<file path="config.mk">
export PLATFORM = sky130hd
export DESIGN_NAME = axi_tl_response_merger
export DESIGN_NICKNAME = d
export VERILOG_FILES = /design/src/rtl/axi_tl_response_merger.sv
export SDC_FILE = /design/constraint.sdc
export NUM_CORES = 1
export LEC_CHECK = 0
export BUFFER_PORTS_ARGS = -buffer_cell sky130_fd_sc_hd__buf_2
export CAP_MARGIN = 20
export CORE_UTILIZATION = 45
export DETAILED_ROUTE_END_ITERATION = 16
export PLACE_DENSITY = 0.81
export SYNTH_ARGS = -nofsm -noshare
export SYNTH_HDL_FRONTEND = slang
export SYNTH_SLANG_ARGS = --single-unit
</file>
<file path="constraint.sdc">
create_clock -name clk -period 9 [get_ports clk]
set_input_delay 0.45 -clock clk [delete_from_list [all_inputs] [get_ports clk]]
set_output_delay 0.45 -clock clk [all_outputs]
set_load 0.05 [all_outputs]
</file>
<file path="src/rtl/axi_tl_response_merger.sv">
// axi_tl_response_merger
//
// Merges the AXI write-response (B) and read-data (R) channels of a
// TileLink-to-AXI bridge into a single TileLink D channel.
//
// Request metadata (opcode, size, source) for outstanding reads and writes
// is queued in two info FIFOs fed by the A-channel splitter. Each A opcode
// is translated into its D opcode on entry, so the FIFO head already holds
// what goes out on d_opcode. Read bursts are forwarded without interruption.
// Reads and writes take turns through a round-robin priority bit.
//
// Ports
//   clk, rstnn                     clock, asynchronous active-low reset
//   rinfo_valid/ready, rinfo_*     read request info push (opcode/size/source)
//   winfo_valid/ready, winfo_*     write request info push (opcode/size/source)
//   bid, bresp, bvalid, bready     AXI B channel
//   rid, rdata, rresp, rlast,
//   rvalid, rready                 AXI R channel
//   d_valid, d_ready, d_*          TileLink D channel
//   rd_pending, wr_pending         info FIFO occupancies
//   protocol_error                 sticky: unexpected rlast position or ID mismatch

// Simple info FIFO: ready = not full, no bypass, head is the oldest entry.
module axi_tl_response_merger_info_fifo #(
    parameter int W     = 8,
    parameter int DEPTH = 4
) (
    input  logic                       clk,
    input  logic                       rstnn,
    input  logic                       push_valid,
    output logic                       push_ready,
    input  logic [W-1:0]               push_data,
    input  logic                       pop,
    output logic [W-1:0]               head,
    output logic [$clog2(DEPTH):0]     count
);
    localparam int AW = $clog2(DEPTH);
    localparam logic [AW:0] FULL = (AW+1)'(DEPTH);

    logic [W-1:0]  mem [DEPTH];
    logic [AW-1:0] wr_ptr;
    logic [AW-1:0] rd_ptr;
    logic          push;

    assign push_ready = (count != FULL);
    assign push       = push_valid & push_ready;
    assign head       = mem[rd_ptr];

    always_ff @(posedge clk) begin
        if (push) begin
            mem[wr_ptr] <= push_data;
        end
    end

    always_ff @(posedge clk or negedge rstnn) begin
        if (!rstnn) begin
            wr_ptr <= '0;
            rd_ptr <= '0;
            count  <= '0;
        end else begin
            if (push) begin
                wr_ptr <= wr_ptr + 1'b1;
            end
            if (pop) begin
                rd_ptr <= rd_ptr + 1'b1;
            end
            case ({push, pop})
                2'b10:   count <= count + 1'b1;
                2'b01:   count <= count - 1'b1;
                default: count <= count;
            endcase
        end
    end
endmodule

module axi_tl_response_merger #(
    parameter int BW_DATA    = 32,
    parameter int BW_SOURCE  = 4,
    parameter int BW_SIZE    = 3,
    parameter int BW_SINK    = 1,
    parameter int BW_AXI_ID  = 4,
    parameter int INFO_DEPTH = 4
) (
    input  logic                          clk,
    input  logic                          rstnn,

    input  logic                          rinfo_valid,
    output logic                          rinfo_ready,
    input  logic [2:0]                    rinfo_opcode,
    input  logic [BW_SIZE-1:0]            rinfo_size,
    input  logic [BW_SOURCE-1:0]          rinfo_source,

    input  logic                          winfo_valid,
    output logic                          winfo_ready,
    input  logic [2:0]                    winfo_opcode,
    input  logic [BW_SIZE-1:0]            winfo_size,
    input  logic [BW_SOURCE-1:0]          winfo_source,

    input  logic [BW_AXI_ID-1:0]          bid,
    input  logic [1:0]                    bresp,
    input  logic                          bvalid,
    output logic                          bready,

    input  logic [BW_AXI_ID-1:0]          rid,
    input  logic [BW_DATA-1:0]            rdata,
    input  logic [1:0]                    rresp,
    input  logic                          rlast,
    input  logic                          rvalid,
    output logic                          rready,

    input  logic                          d_ready,
    output logic                          d_valid,
    output logic [2:0]                    d_opcode,
    output logic [1:0]                    d_param,
    output logic [BW_SIZE-1:0]            d_size,
    output logic [BW_SOURCE-1:0]          d_source,
    output logic [BW_SINK-1:0]            d_sink,
    output logic                          d_denied,
    output logic [BW_DATA-1:0]            d_data,
    output logic                          d_corrupt,

    output logic [$clog2(INFO_DEPTH):0]   rd_pending,
    output logic [$clog2(INFO_DEPTH):0]   wr_pending,
    output logic                          protocol_error
);
    localparam int LOG_BYTES = $clog2(BW_DATA / 8);
    // Wide enough to hold the beat count of the largest encodable size.
    localparam int CNT_W     = 2 ** BW_SIZE;
    localparam int IW        = 3 + BW_SIZE + BW_SOURCE;

    localparam logic [2:0] OP_ACCESS_ACK      = 3'd0;
    localparam logic [2:0] OP_ACCESS_ACK_DATA = 3'd1;
    localparam logic [2:0] OP_GRANT_DATA      = 3'd5;
    localparam logic [2:0] OP_ACQUIRE_BLOCK   = 3'd6;

    typedef enum logic [1:0] {
        ST_IDLE,
        ST_READ,
        ST_WRITE
    } state_e;

    typedef enum logic {
        OWN_READ,
        OWN_WRITE
    } owner_e;

    state_e               state;
    owner_e               prio;
    logic                 den_seen;
    logic [CNT_W-1:0]     beat_cnt;
    logic [CNT_W-1:0]     exp_last;

    logic [IW-1:0]        rd_head;
    logic [IW-1:0]        wr_head;
    logic [2:0]           rd_op;
    logic [BW_SIZE-1:0]   rd_size;
    logic [BW_SOURCE-1:0] rd_src;
    logic [2:0]           wr_op;
    logic [BW_SIZE-1:0]   wr_size;
    logic [BW_SOURCE-1:0] wr_src;

    logic                 rd_pop;
    logic                 wr_pop;
    logic                 rd_cand;
    logic                 wr_cand;
    logic                 r_fire;
    logic                 b_fire;
    logic                 unused_resp_lsb;

    function automatic logic [2:0] map_rd_opcode(input logic [2:0] a_op);
        return (a_op == OP_ACQUIRE_BLOCK) ? OP_GRANT_DATA : OP_ACCESS_ACK_DATA;
    endfunction

    function automatic logic [2:0] map_wr_opcode(input logic [2:0] a_op);
        // Every write flavour, including unknown ones, is acknowledged plainly.
        return (a_op == 3'd0) ? OP_ACCESS_ACK : OP_ACCESS_ACK;
    endfunction

    axi_tl_response_merger_info_fifo #(
        .W     (IW),
        .DEPTH (INFO_DEPTH)
    ) u_rd_fifo (
        .clk        (clk),
        .rstnn      (rstnn),
        .push_valid (rinfo_valid),
        .push_ready (rinfo_ready),
        .push_data  ({map_rd_opcode(rinfo_opcode), rinfo_size, rinfo_source}),
        .pop        (rd_pop),
        .head       (rd_head),
        .count      (rd_pending)
    );

    axi_tl_response_merger_info_fifo #(
        .W     (IW),
        .DEPTH (INFO_DEPTH)
    ) u_wr_fifo (
        .clk        (clk),
        .rstnn      (rstnn),
        .push_valid (winfo_valid),
        .push_ready (winfo_ready),
        .push_data  ({map_wr_opcode(winfo_opcode), winfo_size, winfo_source}),
        .pop        (wr_pop),
        .head       (wr_head),
        .count      (wr_pending)
    );

    assign {rd_op, rd_size, rd_src} = rd_head;
    assign {wr_op, wr_size, wr_src} = wr_head;

    assign unused_resp_lsb = ^{rresp[0], bresp[0]};

    assign rd_cand = rvalid & (rd_pending != '0);
    assign wr_cand = bvalid & (wr_pending != '0);

    assign r_fire  = (state == ST_READ)  & rvalid & d_ready;
    assign b_fire  = (state == ST_WRITE) & bvalid & d_ready;
    assign rd_pop  = r_fire & rlast;
    assign wr_pop  = b_fire;

    // Index of the beat that should carry rlast: max(1, 2^size/bytes) - 1.
    always_comb begin
        exp_last = '0;
        if (rd_size > BW_SIZE'(LOG_BYTES)) begin
            exp_last = (CNT_W'(1) << (rd_size - BW_SIZE'(LOG_BYTES))) - CNT_W'(1);
        end
    end

    always_ff @(posedge clk or negedge rstnn) begin
        if (!rstnn) begin
            state          <= ST_IDLE;
            prio           <= OWN_READ;
            den_seen       <= 1'b0;
            beat_cnt       <= '0;
            protocol_error <= 1'b0;
        end else begin
            case (state)
                ST_IDLE: begin
                    beat_cnt <= '0;
                    den_seen <= 1'b0;
                    if (rd_cand && (!wr_cand || prio == OWN_READ)) begin
                        state <= ST_READ;
                    end else if (wr_cand) begin
                        state <= ST_WRITE;
                    end
                end
                ST_READ: begin
                    if (r_fire) begin
                        if (rid != rd_src[BW_AXI_ID-1:0]) begin
                            protocol_error <= 1'b1;
                        end
                        if (rlast) begin
                            if (beat_cnt != exp_last) begin
                                protocol_error <= 1'b1;
                            end
                            state    <= ST_IDLE;
                            den_seen <= 1'b0;
                            beat_cnt <= '0;
                            prio     <= (prio == OWN_READ) ? OWN_WRITE : OWN_READ;
                        end else begin
                            beat_cnt <= beat_cnt + 1'b1;
                            // A denied mid-burst beat taints the remainder of the burst.
                            if (rresp[1]) begin
                                den_seen <= 1'b1;
                            end
                        end
                    end
                end
                ST_WRITE: begin
                    if (b_fire) begin
                        if (bid != wr_src[BW_AXI_ID-1:0]) begin
                            protocol_error <= 1'b1;
                        end
                        state <= ST_IDLE;
                        prio  <= (prio == OWN_READ) ? OWN_WRITE : OWN_READ;
                    end
                end
                default: state <= ST_IDLE;
            endcase
        end
    end

    // Channel forwarding is combinational so a burst streams one beat per cycle.
    always_comb begin
        d_valid  = 1'b0;
        rready   = 1'b0;
        bready   = 1'b0;
        d_opcode = '0;
        d_size   = '0;
        d_source = '0;
        d_denied = 1'b0;
        d_data   = '0;
        case (state)
            ST_READ: begin
                d_valid  = rvalid;
                rready   = d_ready;
                d_opcode = rd_op;
                d_size   = rd_size;
                d_source = rd_src;
                d_denied = rresp[1] | den_seen;
                d_data   = rdata;
            end
            ST_WRITE: begin
                d_valid  = bvalid;
                bready   = d_ready;
                d_opcode = wr_op;
                d_size   = wr_size;
                d_source = wr_src;
                d_denied = bresp[1];
            end
            default: begin
            end
        endcase
        d_corrupt = d_denied &
                    ((d_opcode == OP_ACCESS_ACK_DATA) || (d_opcode == OP_GRANT_DATA));
    end

    assign d_param = '0;
    assign d_sink  = '0;
endmodule

</file>
==> reports/results.txt, run 1 <==
DIE WIDTH = 102 µm
Number of inserted diodes = 0
Detailed placement HPWL = 7710 µm
Worst-margin pin slew = 0.626 ns
RSZ-0062 raised after global routing = no
Die Area = 10500 µm²
Largest net degree at the start of global routing = 52
CTS tree = done
Clock sink total = 87
Internal Power = 1.04 mW
# fillers = 811
Post-synthesis cell count = 356
Routed len/inst = 16.4 µm
Max Freq = 261 MHz
Hold-fix buffers, CTS = 0
Post-CTS setup buffers = 0
Clock Power Share = 17.6%
Final Hold Viols = 0
Drt first pass iters = 4
Post-DP Area = 5220 µm²
Multi-input gate area = 1880 µm²
Synth warn = 0
Nets@finish = 565
Tot GR Track Use = 19.9%
Critical path capture point type = flop
Post-route DRC = 0
Root Driver = clkbuf_8
Gr ovfl total = 0
Lkg Pwr = 2.39 nW
Share of cells above drive strength 1 = 32.1%
Combinational Power Share = 49.7%
Req. time, crit path = 9.20 ns
Ys flop type = edfxtp_1
Ports = 131
Cell variety after synth = 50
Clock-pin slew on the worst setup and hold paths = 0.08 ns
Clk buf depth = 2
Fin area = 5460 µm²
Max cap viols = 0
Initial antenna violation count = 0
Reg area = 2480 µm²
PwrDens = 342 nW/µm²
EDFF count, synth = 60
Gpl congestion = 0.827
Worst rel slew slack = 58.3%
CP arrival = 4.03 ns
Outcome = finished clean
Final Max Slew Viols = 0
WS Path Type = flop to flop
Hold Crit Class = primary input to asynchronous set/reset pin
Post-synthesis area per instance = 12.7 µm²
Mapped cell area = 4540 µm²
CTS Buf Count = 9
ANT nets after route = 0
Final setup TNS = 0 ns
Vias per cell = 5.19
Row cnt = 36
Vias = 3183
Switch Pwr = 0.828 mW
Max H-tree Level = 3
Latest clock arrival within the worst-skew pair = 0.34 ns
Die height = 102 µm
Total power = 1.87 mW
Number of global-route vias before repair = 3101
Core area = 9770 µm²
Final WL = 10000 µm
First-pass GRT wire length = 15400 µm
Crit share post-route = 42.6%
DRT iter0 DRCs = 192
Max VDD drop = 0.000267 V
Clock Skew = 0.00925 ns
Critical-path maximum fanout = 12
Post-layout minimum cycle time = 3.83 ns
Sw frac = 44.4%
Post-synth ARST share = 31.0%
Crit start category = flop
Final setup fails = 0
PortBufs = 121
Register area share after synthesis = 54.6%
Sequential share of power = 32.7%
Number of synthesized register bits = 87
PostCTS Resize Cnt = 0
Initial Util = 46.4%
Area Overhead vs Synth = 20.5%
Most common cell after layout, fill and taps aside = buf_2
Most frequent cells in the layout = buf_2 (121), edfxtp_1 (60), and2_1 (38)
kinds of logic (layout without fill, tap and decap cells):
logic type / Yosys count / after routing / synth area share [%]
adders and majority gates: 18 / 18 / 5.30
buffers and inverters: 39 / 160 / 4.28
AOI/OAI and AO/OA: 49 / 49 / 7.53
xor gates and xnor gates: 29 / 29 / 5.60
DFF: 87 / 87 / 54.6
other: 1 / 4 / 0.0827
muxes: 18 / 18 / 8.66
and+or+nand+nor: 115 / 115 / 13.9
area by class of cell:
| cell class | instances | share of cell area, % |
|---|---|---|
| Clock buffer | 9 | 2.27 |
| Tap cell | 133 | 3.05 |
| Multi-Input combinational cell | 233 | 34.3 |
| Sequential cell | 87 | 45.3 |
| Timing Repair Buffer | 122 | 11.2 |
| Clock inverter | 7 | 2.29 |
| Inverter | 22 | 1.51 |
cells in the mapped netlist (all sizes together), types with 2 or more instances:
cell | number | area (µm²)
a21boi | 2 | 15.0
a21oi | 7 | 35.0
a22oi | 11 | 82.6
a31oi | 3 | 18.8
and2 | 38 | 238
and3 | 10 | 62.6
buf | 10 | 85.1
clkbuf | 7 | 26.3
dfrtp | 27 | 676
edfxtp | 60 | 1800
fa | 2 | 40.0
ha | 16 | 200
inv | 22 | 82.6
mux2 | 2 | 22.5
mux4 | 15 | 360
nand2 | 19 | 71.3
nand2b | 3 | 18.8
nand3 | 8 | 40.0
nand4 | 2 | 12.5
nor2 | 16 | 60.1
nor2b | 8 | 50.1
nor3 | 2 | 10.0
o2111ai | 2 | 17.5
o211ai | 2 | 15.0
o21ai | 11 | 55.1
o311a | 2 | 21.3
o31ai | 2 | 15.0
or2 | 2 | 12.5
or3 | 2 | 12.5
xnor2 | 14 | 123
xor2 | 15 | 131
registers in the layout (all words and copies together) (netlist names), 3 cells and up:
| signal | count |
|---|---|
| u_rd_fifo.mem | 32 |
| u_wr_fifo.mem | 28 |
| beat_cnt | 8 |
| u_rd_fifo.count | 3 |
| u_wr_fifo.count | 3 |
metal layers:
metal	GRT usage (%)	part of all wire, %	vias up
li1	-	-	1519
met1	24.6	42	1538
met2	33.0	49	107
met3	5.61	6.1	19
met4	8.02	2.6	0
met5	0	0	-
power by group through the flow:
stage / sequential, mW / combinational [mW] / clock (mW)
2_1_floorplan: 0.626 / 0.715 / 0
3_3_place_gp: 0.611 / 0.896 / 0
3_5_place_dp: 0.621 / 0.924 / 0
4_1_cts: 0.612 / 0.929 / 0.331
5_1_grt: 0.623 / 1.00 / 0.347
6_report: 0.610 / 0.928 / 0.328
metrics by stage:
stage	instances	hold slack (ns)	worst slack, ns	utilization, %
final	613	0.114	5.17	55.9
after global routing	613	0.158	4.97	55.9
after CTS	613	0.126	5.19	55.9
after detailed placement	597	0.502	5.19	53.4
after global placement	597	0.482	5.32	53.4
after floorplan	359	0.154	5.40	-
final timing paths:
path                                       end  depth (start not counted)                start  slack, ns
max in group asynchronous   u_wr_fifo.count[1]                          1                rstnn       8.47
hold reg to reg                           prio                          1                 prio       0.52
setup / recovery                protocol_error                         12  u_rd_fifo.rd_ptr[0]       5.17
setup reg to reg                protocol_error                         12  u_rd_fifo.rd_ptr[0]       5.17
min in group clk           u_wr_fifo.mem[0][4]                          1        winfo_size[0]       0.32
hold / removal                     beat_cnt[5]                          1                rstnn       0.11
critical path, stage by stage (launching register included):
cell and delay, ns:
dfrtp_1 0.73, mux4_2 0.71, inv_1 0.17, ha_1 0.31
nand2_1 0.10, o22ai_1 0.30, nand2_1 0.10, ha_1 0.31
o21ai_0 0.10, or4_1 0.42, o2111ai_1 0.12, o311a_1 0.21
a41oi_2 0.10
Note: power is estimated with default switching activity, not from simulation.
==> run 2, diff against run 1 <==
Settings changed: ABC_AREA set to 1, PLACE_DENSITY 0.81 to 0.83.
Clock period 9 ns to 3.4 ns, I/O delays scaled along.
==> run 2 against run 1 <==
Net effect:
- combinational power rose to 3.0 times the previous value
- non-clock buffer count rose by 1
- area after synthesis rose by 2.9%
- core utilization rose by 0.058 points
- final cell count rose by 26%
- flip-flop and latch count did not move
- clock power rose by 110%
- routed wire length rose by 8.1%
- worst hold slack got worse by 0.078 ns
- largest power group unchanged
==> reports/results.txt, run 2 <==
Gpl congestion = 0.853 (was 0.827)
Tot GR Track Use = 20.7% (was 19.9%)
# fillers = 843 (was 811)
Fin area = 5550 µm² (was 5460 µm²)
Max H-tree Level = 3 (unchanged)
Max Freq = 328 MHz (was 261 MHz)
Met1 usage = 25.1% (was 24.6%)
Global route hottest layer = met2 (unchanged)
Max FFs per register = 32 (unchanged)
Synth top area share = 38.6% (was 39.7%)
Most frequent cells in the layout = nand2_1 (122), buf_2 (121), inv_1 (77) (was buf_2 (121), edfxtp_1 (60), and2_1 (38))
Max cap viols = 0 (unchanged)
CP arrival = 3.29 ns (was 4.03 ns)
Multi-input gate area = 1780 µm² (was 1880 µm²)
Final WL = 10900 µm (was 10000 µm)
Crit path top cell by count = nand2_1
Drt first pass iters = 5 (was 4)
Synth top cells by count = nand2_1 (122), inv_1 (77), edfxtp_1 (60), nor2_1 (46), nand3_1 (31) (was edfxtp_1 (60), and2_1 (38), dfrtp_1 (27), inv_1 (22), nand2_1 (19))
Post-synthesis area per instance = 9.08 µm² (was 12.7 µm²)
Ys flop type = edfxtp_1 (unchanged)
Max VDD drop = 0.000471 V (was 0.000267 V)
Internal Power = 2.54 mW (was 1.04 mW)
Ports = 131 (unchanged)
Clock sink total = 87 (unchanged)
Worst-margin pin slew = 0.840 ns (was 0.626 ns)
Outcome = finished clean (unchanged)
Critical-path maximum fanout = 20 (was 12)
Final setup TNS = 0 ns (unchanged)
PortBufs = 121 (unchanged)
Final Max Slew Viols = 0 (unchanged)
Root Driver = clkbuf_8 (unchanged)
CP max-delay cell = dfrtp_1 (unchanged)
Crit share post-route = 89.8% (was 42.6%)
CTS Buf Count = 9 (unchanged)
Mapped cell area = 4670 µm² (was 4540 µm²)
Final Util = 56.0% (was 55.9%)
Largest net degree at the start of global routing = 36 (was 52)
Initial antenna violation count = 0 (unchanged)
Sw frac = 49.9% (was 44.4%)
PwrDens = 913 nW/µm² (was 342 nW/µm²)
Vias = 3900 (was 3183)
Gr ovfl total = 0 (unchanged)
WS Path Type = flop to flop (unchanged)
Reg-to-reg slack, setup = 0.35 ns (was 5.17 ns)
Die Area = 10800 µm² (was 10500 µm²)
EDFF count, synth = 60 (unchanged)
Clock Power Share = 13.7% (was 17.6%)
DIE WIDTH = 104 µm (was 102 µm)
Number of global-route vias before repair = 3830 (was 3101)
Routed len/inst = 14.1 µm (was 16.4 µm)
Cell chain of the critical path = inv_2 > nand2_1 > nand3_1 > nand2_2 > ha_1 > nand3_1 > ha_1 > inv_1 > nand4_1 > nand2_1 > nand2_1 > nand2_1 > nand2_1 > nor2_1 > nand3_1 > nand2_1 > nand2_1 > nand2_1 > nand2_1 (was mux4_2 > inv_1 > ha_1 > nand2_1 > o22ai_1 > nand2_1 > ha_1 > o21ai_0 > or4_1 > o2111ai_1 > o311a_1 > a41oi_2)
Critical path capture point type = flop (unchanged)
Combinational Power Share = 54.5% (was 49.7%)
Post-layout minimum cycle time = 3.05 ns (was 3.83 ns)
Cell variety after synth = 40 (was 50)
Most flops, register = u_rd_fifo.mem (unchanged)
Post-DP Area = 5350 µm² (was 5220 µm²)
Reg area = 2480 µm² (unchanged)
Core area = 9910 µm² (was 9770 µm²)
Largest registers = u_rd_fifo.mem (32), u_wr_fifo.mem (28), beat_cnt (8) (unchanged)
Switch Pwr = 2.52 mW (was 0.828 mW)
Most common cell after layout, fill and taps aside = nand2_1 (was buf_2)
Final setup fails = 0 (unchanged)
PostCTS Resize Cnt = 0 (unchanged)
GR Util met2 = 36.8% (was 33.0%)
Post-synthesis cell count = 514 (was 356)
Number of inserted diodes = 0 (unchanged)
CTS tree = done (unchanged)
Req. time, crit path = 3.64 ns (was 9.20 ns)
Number of synthesized register bits = 87 (unchanged)
Detailed placement HPWL = 8230 µm (was 7710 µm)
Most common cell in the synthesized netlist = nand2_1 (was edfxtp_1)
Register area share after synthesis = 53.1% (was 54.6%)
Top Family by Delay on Critical Path = simple AND/OR/NAND/NOR gates (was compound AO/OA/AOI/OAI gates)
Synth area leaders = edfxtp_1 (39%), dfrtp_1 (14%), nand2_1 (9.8%), inv_1 (6.2%), ha_1 (4.3%) (was edfxtp_1 (40%), dfrtp_1 (15%), and2_1 (5.2%), mux4_2 (4.5%), ha_1 (4.4%))
Nets@finish = 724 (was 565)
Area Overhead vs Synth = 18.9% (was 20.5%)
Post-route DRC = 0 (unchanged)
Clk buf depth = 2 (unchanged)
Initial Util = 47.1% (was 46.4%)
ANT nets after route = 0 (unchanged)
Vias per cell = 5.05 (was 5.19)
Final Hold Viols = 0 (unchanged)
DRT iter0 DRCs = 346 (was 192)
Synth warn = 0 (unchanged)
Post-synth ARST share = 31.0% (unchanged)
Die height = 104 µm (was 102 µm)
Clock-pin slew on the worst setup and hold paths = 0.08 ns (about the same)
CP max stage delay = 0.65 ns (was 0.73 ns)
Row cnt = 36 (unchanged)
GR Layer Usage met3 = 3.59% (was 5.61%)
Latest clock arrival within the worst-skew pair = 0.35 ns (was 0.34 ns)
Lkg Pwr = 2.80 nW (was 2.39 nW)
Leading area contributor after synthesis = edfxtp_1 (unchanged)
CP bufs+invs = 2 (was 1)
Worst rel slew slack = 43.8% (was 58.3%)
Hold Crit Class = primary input to flop (was primary input to asynchronous set/reset pin)
Sequential share of power = 31.8% (was 32.7%)
Share of cells above drive strength 1 = 24.4% (was 32.1%)
Crit start category = flop (unchanged)
RSZ-0062 raised after global routing = no (unchanged)
Total power = 5.06 mW (was 1.87 mW)
Clock Skew = 0.0102 ns (was 0.00925 ns)
First-pass GRT wire length = 17900 µm (was 15400 µm)
[run 2: cell count changes in the layout (fill, tap and decap cells not counted), sizes merged, moves of 11 or more]
cell / before / now
a21oi: 7 / 19
a22oi: 11 / 0
and2: 38 / 1
inv: 25 / 83
mux4: 15 / 0
nand2: 19 / 130
nand3: 8 / 33
nor2: 16 / 48
o21ai: 11 / 25
[run 2: path summary, 6_finish.rpt]
path,start,end,depth (start not counted)
worst min-delay path,winfo_source[0],u_wr_fifo.mem[0][0],1
worst max register to register,u_rd_fifo.rd_ptr[0],protocol_error,19
worst min register to register,protocol_error,protocol_error,2
min in group asynchronous,rstnn,beat_cnt[4],2
worst max-delay path,u_rd_fifo.rd_ptr[0],protocol_error,19
max in group asynchronous,rstnn,u_rd_fifo.wr_ptr[1],2
[run 2: layout make-up]
cell class | count | area share [%]
tap | 133 | 3.00
timing repair buffer | 123 | 11.2
inverter | 84 | 5.69
clock inverter | 7 | 1.15
clock buffer | 9 | 2.23
multi-input combinational | 329 | 32.0
sequential | 87 | 44.7
[run 2: power groups by stage]
stage               sequential [mW]  clock, mW  combinational, mW
global placement               1.62          0               2.63
floorplan                      1.64          0               2.11
finish                         1.61      0.692               2.76
global route                   1.64      0.745               3.04
detailed placement             1.63          0               2.73
CTS                            1.61      0.700               2.75
[run 2: routing by layer]
metal / part of all wire [%] / routed length, µm / vias to the layer above
met3: 5.2 / 569 / 26
met5: 0 / 0 / -
met1: 40 / 4320 / 1844
met2: 53 / 5730 / 136
li1: - / - / 1894
met4: 2.2 / 244 / 0
[run 2: cells by family after synthesis]
kind of cell	Yosys count	share of synthesized area, %
AO/OA/AOI/OAI	60	7.27
XOR/XNOR	18	3.38
adder cells (fa/ha/maj)	18	5.15
buffers and inverters	101	9.09
flip-flops	87	53.1
other	1	0.0804
AND/OR/NAND/NOR	229	21.9
[run 2: worst reg2reg max path, delay by kind of cell (launching register included)]
family                   cells  cell delay, ns
buffers and inverters        2            0.44
adder cells (fa/ha/maj)      2            0.65
AND/OR/NAND/NOR             15            1.20
flip-flops                   1            0.65
[run 2: timing repair]
action                    CTS  global route
hold endpoints to repair   27             0
setup buffers               0             0
hold buffers                1             0
[run 2: stage by stage]
step	cells	hold WS, ns	worst slack (ns)
after floorplan	517	-0.126	0.650
after global placement	755	0.217	0.495
after detailed placement	755	0.205	0.412
after CTS	772	0.0236	0.395
after global routing	772	0.0256	0.0711
final	772	0.0358	0.348
